--- config.mk ---
export PLATFORM = sky130hd
export DESIGN_NAME = irq_ctrl_flat
export DESIGN_NICKNAME = d
export VERILOG_FILES = /design/src/rtl/irq_ctrl_pkg.sv /design/src/rtl/irq_ctrl_if.sv /design/src/rtl/irq_prio_enc.sv /design/src/rtl/irq_ctrl.sv /design/src/flat_wrapper.sv
export SDC_FILE = /design/constraint.sdc
export NUM_CORES = 1
export LEC_CHECK = 0
export CAP_MARGIN = 20
export CORE_MARGIN = 8
export CORE_UTILIZATION = 40
export DETAILED_ROUTE_END_ITERATION = 12
export GPL_TIMING_DRIVEN = 0
export PLACE_DENSITY_LB_ADDON = 0.25
export RECOVER_POWER = 100
export SYNTH_ARGS = -nofsm -noshare
export SYNTH_HDL_FRONTEND = slang
export SYNTH_HIERARCHICAL = 1
export SYNTH_SLANG_ARGS = --single-unit
--- constraint.sdc ---
create_clock -name clk -period 2.5 [get_ports clk]
set_input_delay 0.375 -clock clk [delete_from_list [all_inputs] [get_ports clk]]
set_output_delay 0.375 -clock clk [all_outputs]
set_load 0.03 [all_outputs]
--- src/rtl/irq_ctrl_pkg.sv ---
// rtl/irq_ctrl_pkg.sv - shared constants, register map and FSM encoding for irq_ctrl
package irq_ctrl_pkg;

   localparam int NSRC_DEFAULT = 6;

   localparam logic [1:0] ADDR_MASK  = 2'd0;
   localparam logic [1:0] ADDR_MODE  = 2'd1;
   localparam logic [1:0] ADDR_PEND  = 2'd2;
   localparam logic [1:0] ADDR_INSVC = 2'd3;

   typedef enum logic [1:0] {
      ST_IDLE = 2'd0,
      ST_REQ  = 2'd1,
      ST_SVC  = 2'd2
   } state_t;

endpackage

--- src/rtl/irq_ctrl_if.sv ---
// rtl/irq_ctrl_if.sv - word register access bus for irq_ctrl
interface irq_ctrl_if;

   logic [1:0]  addr;
   logic        we;
   logic [31:0] wd;
   logic [31:0] rd;

   modport master (output addr, output we, output wd, input rd);
   modport slave  (input addr, input we, input wd, output rd);

endinterface

--- src/rtl/irq_prio_enc.sv ---
// rtl/irq_prio_enc.sv - lowest-index-wins one-hot priority select
module irq_prio_enc #(
   parameter int NSRC = 6
) (
   input  logic [NSRC-1:0] i_req,
   output logic [NSRC-1:0] o_onehot,
   output logic            o_valid
);

   logic [NSRC-1:0] w_neg;

   // Two's complement isolates the lowest set bit.
   assign w_neg    = ~i_req + {{(NSRC-1){1'b0}}, 1'b1};
   assign o_onehot = i_req & w_neg;
   assign o_valid  = |i_req;

endmodule

--- src/rtl/irq_ctrl.sv ---
// rtl/irq_ctrl.sv - prioritised interrupt controller feeding CP0 HWInt
module irq_ctrl
   import irq_ctrl_pkg::*;
#(
   parameter int NSRC = NSRC_DEFAULT
) (
   input  logic            clk,
   input  logic            reset,
   input  logic [NSRC-1:0] irq_in,
   irq_ctrl_if.slave       bus,
   input  logic            exc_handle,
   input  logic            eret,
   output logic [NSRC-1:0] hw_int
);

   logic [NSRC-1:0] r_mask;
   logic [NSRC-1:0] r_mode;
   logic [NSRC-1:0] r_pend_edge;
   logic [NSRC-1:0] r_insvc;
   logic [NSRC-1:0] r_irq_q;
   logic [NSRC-1:0] r_hw_int;
   state_t          r_state;

   state_t          w_state_nxt;
   logic [NSRC-1:0] w_hw_nxt;
   logic [NSRC-1:0] w_rise;
   logic [NSRC-1:0] w_pend;
   logic [NSRC-1:0] w_cand;
   logic [NSRC-1:0] w_sel;
   logic [NSRC-1:0] w_pend_set;
   logic [NSRC-1:0] w_pend_clr;
   logic            w_valid;
   logic            w_insvc_load;
   logic            w_insvc_clr;
   logic            w_wr_mask;
   logic            w_wr_mode;
   logic            w_wr_pend;

   assign w_wr_mask = bus.we && (bus.addr == ADDR_MASK);
   assign w_wr_mode = bus.we && (bus.addr == ADDR_MODE);
   assign w_wr_pend = bus.we && (bus.addr == ADDR_PEND);

   // Edge sources keep a sticky bit; level sources mirror the synchronised line.
   assign w_rise     = irq_in & ~r_irq_q;
   assign w_pend     = (r_pend_edge & r_mode) | (r_irq_q & ~r_mode);
   assign w_cand     = w_pend & r_mask;
   assign w_pend_set = w_rise & r_mode;
   assign w_pend_clr = ((w_wr_pend ? bus.wd[NSRC-1:0] : '0) |
                        (w_insvc_load ? r_hw_int : '0)) & r_mode;

   irq_prio_enc #(.NSRC(NSRC)) u_prio_enc (
      .i_req    (w_cand),
      .o_onehot (w_sel),
      .o_valid  (w_valid)
   );

   always_comb begin
      w_state_nxt  = r_state;
      w_hw_nxt     = '0;
      w_insvc_load = 1'b0;
      w_insvc_clr  = 1'b0;
      case (r_state)
         ST_IDLE: begin
            if (w_valid) begin
               w_state_nxt = ST_REQ;
               w_hw_nxt    = w_sel;
            end
         end
         ST_REQ: begin
            if (exc_handle) begin
               w_state_nxt  = ST_SVC;
               w_insvc_load = 1'b1;
            end else if (w_valid) begin
               w_hw_nxt = w_sel;
            end else begin
               w_state_nxt = ST_IDLE;
            end
         end
         ST_SVC: begin
            if (eret) begin
               w_state_nxt = ST_IDLE;
               w_insvc_clr = 1'b1;
            end
         end
         default: w_state_nxt = ST_IDLE;
      endcase
   end

   always_ff @(posedge clk or negedge reset) begin
      if (!reset) begin
         r_mask      <= '0;
         r_mode      <= '0;
         r_pend_edge <= '0;
         r_insvc     <= '0;
         r_irq_q     <= '0;
         r_hw_int    <= '0;
         r_state     <= ST_IDLE;
      end else begin
         r_irq_q     <= irq_in;
         r_state     <= w_state_nxt;
         r_hw_int    <= w_hw_nxt;
         // Set is applied after clear so a coincident rise wins.
         r_pend_edge <= ((r_pend_edge & ~w_pend_clr) | w_pend_set) & r_mode;
         if (w_wr_mask) r_mask <= bus.wd[NSRC-1:0];
         if (w_wr_mode) r_mode <= bus.wd[NSRC-1:0];
         if (w_insvc_load)     r_insvc <= r_hw_int;
         else if (w_insvc_clr) r_insvc <= '0;
      end
   end

   always_comb begin
      bus.rd = '0;
      case (bus.addr)
         ADDR_MASK:  bus.rd[NSRC-1:0] = r_mask;
         ADDR_MODE:  bus.rd[NSRC-1:0] = r_mode;
         ADDR_PEND:  bus.rd[NSRC-1:0] = w_pend;
         ADDR_INSVC: bus.rd[NSRC-1:0] = r_insvc;
         default:    bus.rd = '0;
      endcase
   end

   assign hw_int = r_hw_int;

endmodule

--- src/flat_wrapper.sv ---
// flat-port wrapper written by rule: the top's interface ports become plain ports
module irq_ctrl_flat import irq_ctrl_pkg::*;
#(
   parameter int NSRC = NSRC_DEFAULT
)
  (clk, reset, irq_in, exc_handle, eret, hw_int, bus_addr, bus_we, bus_wd, bus_rd);
  irq_ctrl_if bus_i ();
  input  logic clk;
  input  logic reset;
  input  logic [NSRC-1:0] irq_in;
  input  logic exc_handle;
  input  logic eret;
  output logic [NSRC-1:0] hw_int;
  input wire logic [$bits(bus_i.addr)-1:0] bus_addr;
  input wire logic [$bits(bus_i.we)-1:0] bus_we;
  input wire logic [$bits(bus_i.wd)-1:0] bus_wd;
  output wire logic [$bits(bus_i.rd)-1:0] bus_rd;
  assign bus_i.addr = bus_addr;
  assign bus_i.we = bus_we;
  assign bus_i.wd = bus_wd;
  assign bus_rd = bus_i.rd;
  irq_ctrl #(.NSRC(NSRC)) u_core (.clk(clk), .reset(reset), .irq_in(irq_in), .bus(bus_i), .exc_handle(exc_handle), .eret(eret), .hw_int(hw_int));
endmodule
== Yosys cells after proc, flatten, opt, wreduce, memory -nomap -nowiden ==
Cells that the tools add are included.

* Flip-flop bits (word level): 38
* Bits in latches: 0
* Memory bits (writable): 0
* Memory bits (read-only): 0
* Input port bits: 45
* Output and inout bits: 38
* Logic and storage cells: 57
* Memories: 0

* Add/subtract/negate cells: 1
* Multiply operators: 0
* Divide/modulo/power cells: 0
* Order comparisons: 0
* Equality and inequality tests: 8
* Shifts and indexed selects: 0
* Mux-type cells: 17
* Bitwise gates (word level): 16
* Reductions and logical operators: 8

{| class="wikitable"
|+ Operators with widths
! cell !! count
|-
| $and A6 B6 Y6 || 9
|-
| $mux W6 || 6
|-
| $not A6 Y6 || 4
|-
| $pmux W6 S4 || 1
|-
| $or A6 B6 Y6 || 3
|-
| $pmux W6 S2 || 1
|-
| $mux W2 || 4
|-
| $add A6 B1 Y6 const B || 1
|-
| $eq A2 B2 Y1 const B || 3
|-
| $pmux W2 S3 || 1
|-
| $reduce_or A6 Y1 || 1
|-
| $eq A2 B1 Y1 const B || 2
|-
| $logic_not A2 Y1 || 2
|-
| $mux W1 || 4
|-
| $ne A2 B2 Y1 const B || 2
|-
| $logic_and A1 B1 Y1 || 3
|-
| $ne A3 B3 Y1 const B || 1
|-
| $reduce_and A3 Y1 || 1
|-
| $reduce_bool A2 Y1 || 1
|}

== Logic depth before layout (Yosys ltp) ==
* Depth in word-level cells: 10
* Mapped depth: 6

== Hierarchy ==
The synthesis kept the hierarchy.

{| class="wikitable"
|+ By module, submodules not included
! module !! instances !! cells each !! area an instance (sq um) !! seq. area each (sq um)
|-
| irq_ctrl || 1 || 166 || 2140.8 || 950.9
|-
| irq_prio_enc || 1 || 9 || 62.6 || 0.0
|}

== Least setup slack after synthesis ==
No wires, ideal clock.

* Path kind: register -> register
* Start: reg u_core.r_mode[3]
* End: reg u_core.r_hw_int[0], in the netlist u_core/hw_int[0]
* Setup time: 0.130 ns
* Arrival time: 1.923 ns
* Slack: 0.447 ns
* Stages on the path, launching flop included: 7
* Buffers on the path: 0
* Cell sequence: dfrtp_1 -> mux2_4 -> and2_1 -> or4_4 -> or3_1 -> nand2b_1 -> nor3b_1

* Word-level cells in the longest chain between the ends: 8
* Elaborated cells on any way between the ends: 9
* Those cells by class: mux: 3; bitwise: 5; reduce/logical: 1

{| class="wikitable"
|+ RTL lines
! item !! RTL line !! source
|-
| start, declared || irq_ctrl.sv:17 || <nowiki>logic [NSRC-1:0] r_mode;</nowiki>
|-
| start signal, assigned || irq_ctrl.sv:105 || <nowiki>if (w_wr_mode) r_mode <= bus.wd[NSRC-1:0];</nowiki>
|-
| $not A6 Y6 || irq_ctrl.sv:45 || <nowiki>assign w_pend = (r_pend_edge & r_mode) | (r_irq_q & ~r_mode);</nowiki>
|-
| $and A6 B6 Y6 || irq_ctrl.sv:45 ||
|-
| $or A6 B6 Y6 * || irq_ctrl.sv:45 ||
|-
| $and A6 B6 Y6 * || irq_ctrl.sv:46 || <nowiki>assign w_cand = w_pend & r_mask;</nowiki>
|-
| net u_core.w_cand[3] || irq_ctrl.sv:28 || <nowiki>logic [NSRC-1:0] w_cand;</nowiki>
|-
| $reduce_or A6 Y1 * || irq_prio_enc.sv:15 || <nowiki>assign o_valid = |i_req;</nowiki>
|-
| net u_core.w_valid || irq_ctrl.sv:32 || <nowiki>logic w_valid;</nowiki>
|-
| $mux W6 * || irq_ctrl.sv:64, irq_ctrl.sv:73 ||
|-
| $mux W6 || irq_ctrl.sv:70 || <nowiki>if (exc_handle) begin</nowiki>
|-
| $pmux W6 S2 * || irq_ctrl.sv:62 || <nowiki>case (r_state)</nowiki>
|-
| net u_core.w_hw_nxt[0] || irq_ctrl.sv:25 || <nowiki>logic [NSRC-1:0] w_hw_nxt;</nowiki>
|-
| end signal, assigned || irq_ctrl.sv:101 || <nowiki>r_hw_int <= w_hw_nxt;</nowiki>
|-
| end, declared || irq_ctrl.sv:21 || <nowiki>logic [NSRC-1:0] r_hw_int;</nowiki>
|}

Mark *: on every way through the listed nets, which the timed path passes. The rest lies on a longest branch.
A chain may end at the register's enable or synchronous reset.

== Worst setup path after layout ==
* Start: in bus_addr[0]
* End: out bus_rd[0]

* Word-level cells in the longest chain between the ends: 2
* Elaborated cells on any way between the ends: 5
* Those cells by class: eq/ne: 3; mux: 1; reduce/logical: 1

{| class="wikitable"
|+ RTL lines
! item !! RTL line !! source
|-
| start, declared || flat_wrapper.sv:14 || <nowiki>input wire logic [$bits(bus_i.addr)-1:0] bus_addr;</nowiki>
|-
| $eq A2 B2 Y1, or another cell as far along || irq_ctrl.sv:113 || <nowiki>case (bus.addr)</nowiki>
|-
| $pmux W6 S4 * || irq_ctrl.sv:113 ||
|-
| end, declared || flat_wrapper.sv:17 || <nowiki>output wire logic [$bits(bus_i.rd)-1:0] bus_rd;</nowiki>
|}

Mark *: on every way between the ends. The rest lies on a longest branch, timed or not.

==> impl_metrics.env <==
export IMPL_worstSetupPathType="input pin to output pin"
export IMPL_muxShareOfSynthArea_pct=16.2
export IMPL_die_area_um2=8140
export IMPL_dpl_hpwl_um=3720
export IMPL_syn_area_per_cell_um2=12.6
export IMPL_num_nets_final=282
export IMPL_synth_top_family_by_area="simple AND/OR/NAND/NOR gates"
export IMPL_drt_wirelength_per_cell_um=15.9
export IMPL_synth_edff_count=0
export IMPL_globalRouteTotalUtil_pct=12.7
export IMPL_vdd_drop_max_mv=0.438
export IMPL_totalWireLength_um=4940
export IMPL_floorplan_io_pins=83
export IMPL_synth_top_cells_by_count="38 x dfrtp_1, 27 x buf_4, 13 x mux2_2, 12 x nand2_1, 9 x nor3b_1"
export IMPL_floorplan_initialDensity_pct=40.8
export IMPL_skew_ns=0.00710
export IMPL_clock_buffers_created_by_tritoncts=5
export IMPL_worstPathRequired_ns=2.12
export IMPL_r2r_setup_slack_ns=0.20
export IMPL_power_density_nw_per_um2=757
export IMPL_detailedRoute_firstPassIterationCount=5
export IMPL_synth_flop_cell="dfrtp_1"
export IMPL_post_route_worst_setup_slack_ns=0.184
export IMPL_maxClockFrequency_mhz=432
export IMPL_route_vias_total=1483
export IMPL_hold_end="u_core/r_pend_edge[2]"
export IMPL_fin_crit_sh_pct=92.6
export IMPL_status="complete, but fails checks"
export IMPL_antenna_found_initial=0
export IMPL_num_rows=27
export IMPL_drcViolationCount=0
export IMPL_slowest_delay_ns=0.68
export IMPL_mappedNetlistArea_um2=2200
export IMPL_core_region_area_um2=5410
export IMPL_arrival_ns=1.94
export IMPL_synth_most_common_cell="dfrtp_1"
export IMPL_path_cells="dlygate4sd3_1 -> buf_6 -> mux4_2 -> dlygate4sd2_1"
export IMPL_postSynthCellCount=175
export IMPL_post_synth_and_or_nand_nor_area_fraction_pct=20.0
export IMPL_timing_critical_path_slowest_stage_cell="dlygate4sd3_1"
export IMPL_synth_compound_area_share_pct=8.86
export IMPL_finalSetupViolCount=0
export IMPL_worstReg2RegStart="u_core/r_mode[3]"
export IMPL_ys_seq_area_share_pct=43.2
export IMPL_synth_adder_area_share_pct=0
export IMPL_synthXorXnorAreaFrac_pct=0
export IMPL_worst_setup_hold_path_clk_slew_ns=0.07
export IMPL_static_leakage_power_nw=1.27
export IMPL_yosysUniqueCellTypes=28
export IMPL_hold_path_class="flip-flop to flip-flop"
export IMPL_synth_async_sr_flop_share_pct=100
export IMPL_overflow=0
export IMPL_count_of_buffers_from_port_buffering=30
export IMPL_violations_in_the_final_reports="max-capacitance violations, max-slew violations"
export IMPL_maximum_number_of_pins_on_one_net_before_global_route_repair=39
export IMPL_rsz0062_at_grt="no"
export IMPL_timing_hold_violations_final=0
export IMPL_yosysTopAreaCellShare_pct=43.2
export IMPL_grt_first_pass_wirelength_um=8200
export IMPL_finish_utilization_pct=50.2
export IMPL_number_of_max_cap_violations=1
export IMPL_hold_path_depth=1
export IMPL_setup_worst_path_end_class="output pin"
export IMPL_globalplace_congestion=0.799
export IMPL_netlist_top_cell_by_area="dfrtp_1"
export IMPL_start_kind="input pin"
export IMPL_number_of_register_bits_inferred_by_synthesis=38
export IMPL_route_antenna_remaining_nets=0
export IMPL_timing_reg2reg_worst_path_depth=6
export IMPL_slew_headroom_pct=-37.6
export IMPL_flow_area_growth_from_synthesis_pct=23.2
export IMPL_first_iter_violations=38
export IMPL_drive_gt1_share_pct=29.8
export IMPL_worst_pin_slew_ns=2.06
export IMPL_preCtsSetupSlack_ns=-0.331
export IMPL_synth_top_area_cells="dfrtp_1 43%, buf_4 9.2%, mux2_2 6.6%"
export IMPL_antenna_diode_count=0
export IMPL_drv_slew=39
export IMPL_finalWorstPathRequiredPeriod_ns=2.32
export IMPL_timing_critical_path_buf_inv=3
export IMPL_timing_critical_path_fanout_max=10
export IMPL_clock_tree_buffer_depth=2
export IMPL_ys_warn_count=6
export IMPL_die_width_um=90.2
export IMPL_clock_latency_ns=0.29
export IMPL_first_global_vias=1549
export IMPL_tritoncts="built"
export IMPL_crit_reg2reg_capture="u_core/hw_int[0]"
export IMPL_cts_sinks=38
export IMPL_worst_hold_slack_ns=0.454
export IMPL_timing_hold_worst_start="u_core/r_irq_q[2]"
export IMPL_avgViaCountPerCell=4.78
export IMPL_placed_area_um2=2680
export IMPL_htree_levels=2
export IMPL_worst_path_dominant_cell_family="buffers and inverters"
export IMPL_height_of_the_chip_um=90.2
export IMPL_root_buffer="clkbuf_8"
export IMPL_design_area_um2=2720
==> layout make-up <==
class,count,area [um2]
repair buffers,30,287
inverters,1,3.75
clock buffers,7,86.3
flip-flops and latches,38,951
clock inverters,1,5.00
multi-input cells,125,1040
well taps,72,90.1
plain buffers,36,251
fillers,542,2690
==> worst max-delay path by stage <==
stage	depth (start not counted)	from	endpoint	slack, ns
finish	4	bus_addr[0]	bus_rd[0]	0.18
global route	6	u_core/r_mode[3]	u_core/hw_int[0]	0.09
CTS	4	bus_addr[0]	bus_rd[0]	0.18
detailed placement	4	bus_addr[1]	bus_rd[3]	-0.33
global placement	4	bus_addr[1]	bus_rd[0]	-0.33
floorplan	6	u_core/r_mode[3]	u_core/hw_int[0]	0.45
==> cell families (layout without fill, tap and decap cells) <==
kind of cell | count (synthesis) | in the layout
AOI/OAI and AO/OA | 19 | 19
buffers and inverters | 37 | 75
DFF | 38 | 38
muxes | 24 | 24
other | 1 | 26
and+or+nand+nor | 56 | 56
==> per-layer routing <==
layer	GRT usage [%]	wire [um]
met1	16.5	2310
met4	4.16	61
met2	19.0	2260
met5	0	0
met3	4.57	308
==> per-stage QoR <==
stage	instances	power [mW]	setup TNS, ns
2_1_floorplan	200	1.43	0
3_3_place_gp	302	1.66	-1.56
3_5_place_dp	302	1.67	-1.56
4_1_cts	310	2.09	0
5_1_grt	310	2.19	0
6_report	310	2.05	0
==> flip-flops by register name (all words and copies together), names as in the netlist <==
signal / count
u_core/hw_int: 6
u_core/r_mask: 6
u_core/r_irq_q: 6
u_core/r_insvc: 6
u_core/r_mode: 6
u_core/r_state: 2
u_core/r_pend_edge: 6
==> cells in the final DEF (no fill, tap or decap) <==
master | netlist | layout
clkdlybuf4s15_1 | 0 | 1
mux4_2 | 6 | 6
conb_1 | 1 | 26
buf_6 | 2 | 2
dfrtp_1 | 38 | 38
nand4bb_1 | 6 | 6
or3_1 | 1 | 1
mux2_2 | 13 | 13
nand3b_1 | 0 | 1
dlygate4sd3_1 | 0 | 15
inv_1 | 1 | 1
nor3b_1 | 9 | 10
and2_1 | 7 | 6
clkdlybuf4s50_1 | 0 | 7
o221a_2 | 6 | 6
nor2_1 | 2 | 2
nor4b_1 | 1 | 1
and2_0 | 0 | 1
or4_1 | 0 | 1
o32ai_1 | 3 | 6
a21boi_0 | 6 | 6
mux2_4 | 5 | 5
nor2b_1 | 2 | 2
clkbuf_8 | 0 | 6
a21o_1 | 1 | 1
nand2b_1 | 1 | 1
and4b_1 | 7 | 7
and4b_2 | 5 | 5
clkinv_2 | 0 | 1
nand2_1 | 12 | 12
dlygate4sd2_1 | 0 | 6
clkbuf_1 | 7 | 9
buf_4 | 27 | 27
==> power by group <==
group          switching, mW  internal [mW]
logic                  0.408          0.372
registers             0.0985          0.738
clock network          0.216          0.223
==> repair_timing <==
item | CTS | global route
hold buffers | 0 | 0
setup endpoints to repair | 6 | 0
resized for setup | 8 | 0
setup buffers | 0 | 0
Note: power is estimated with default switching activity, not from simulation.
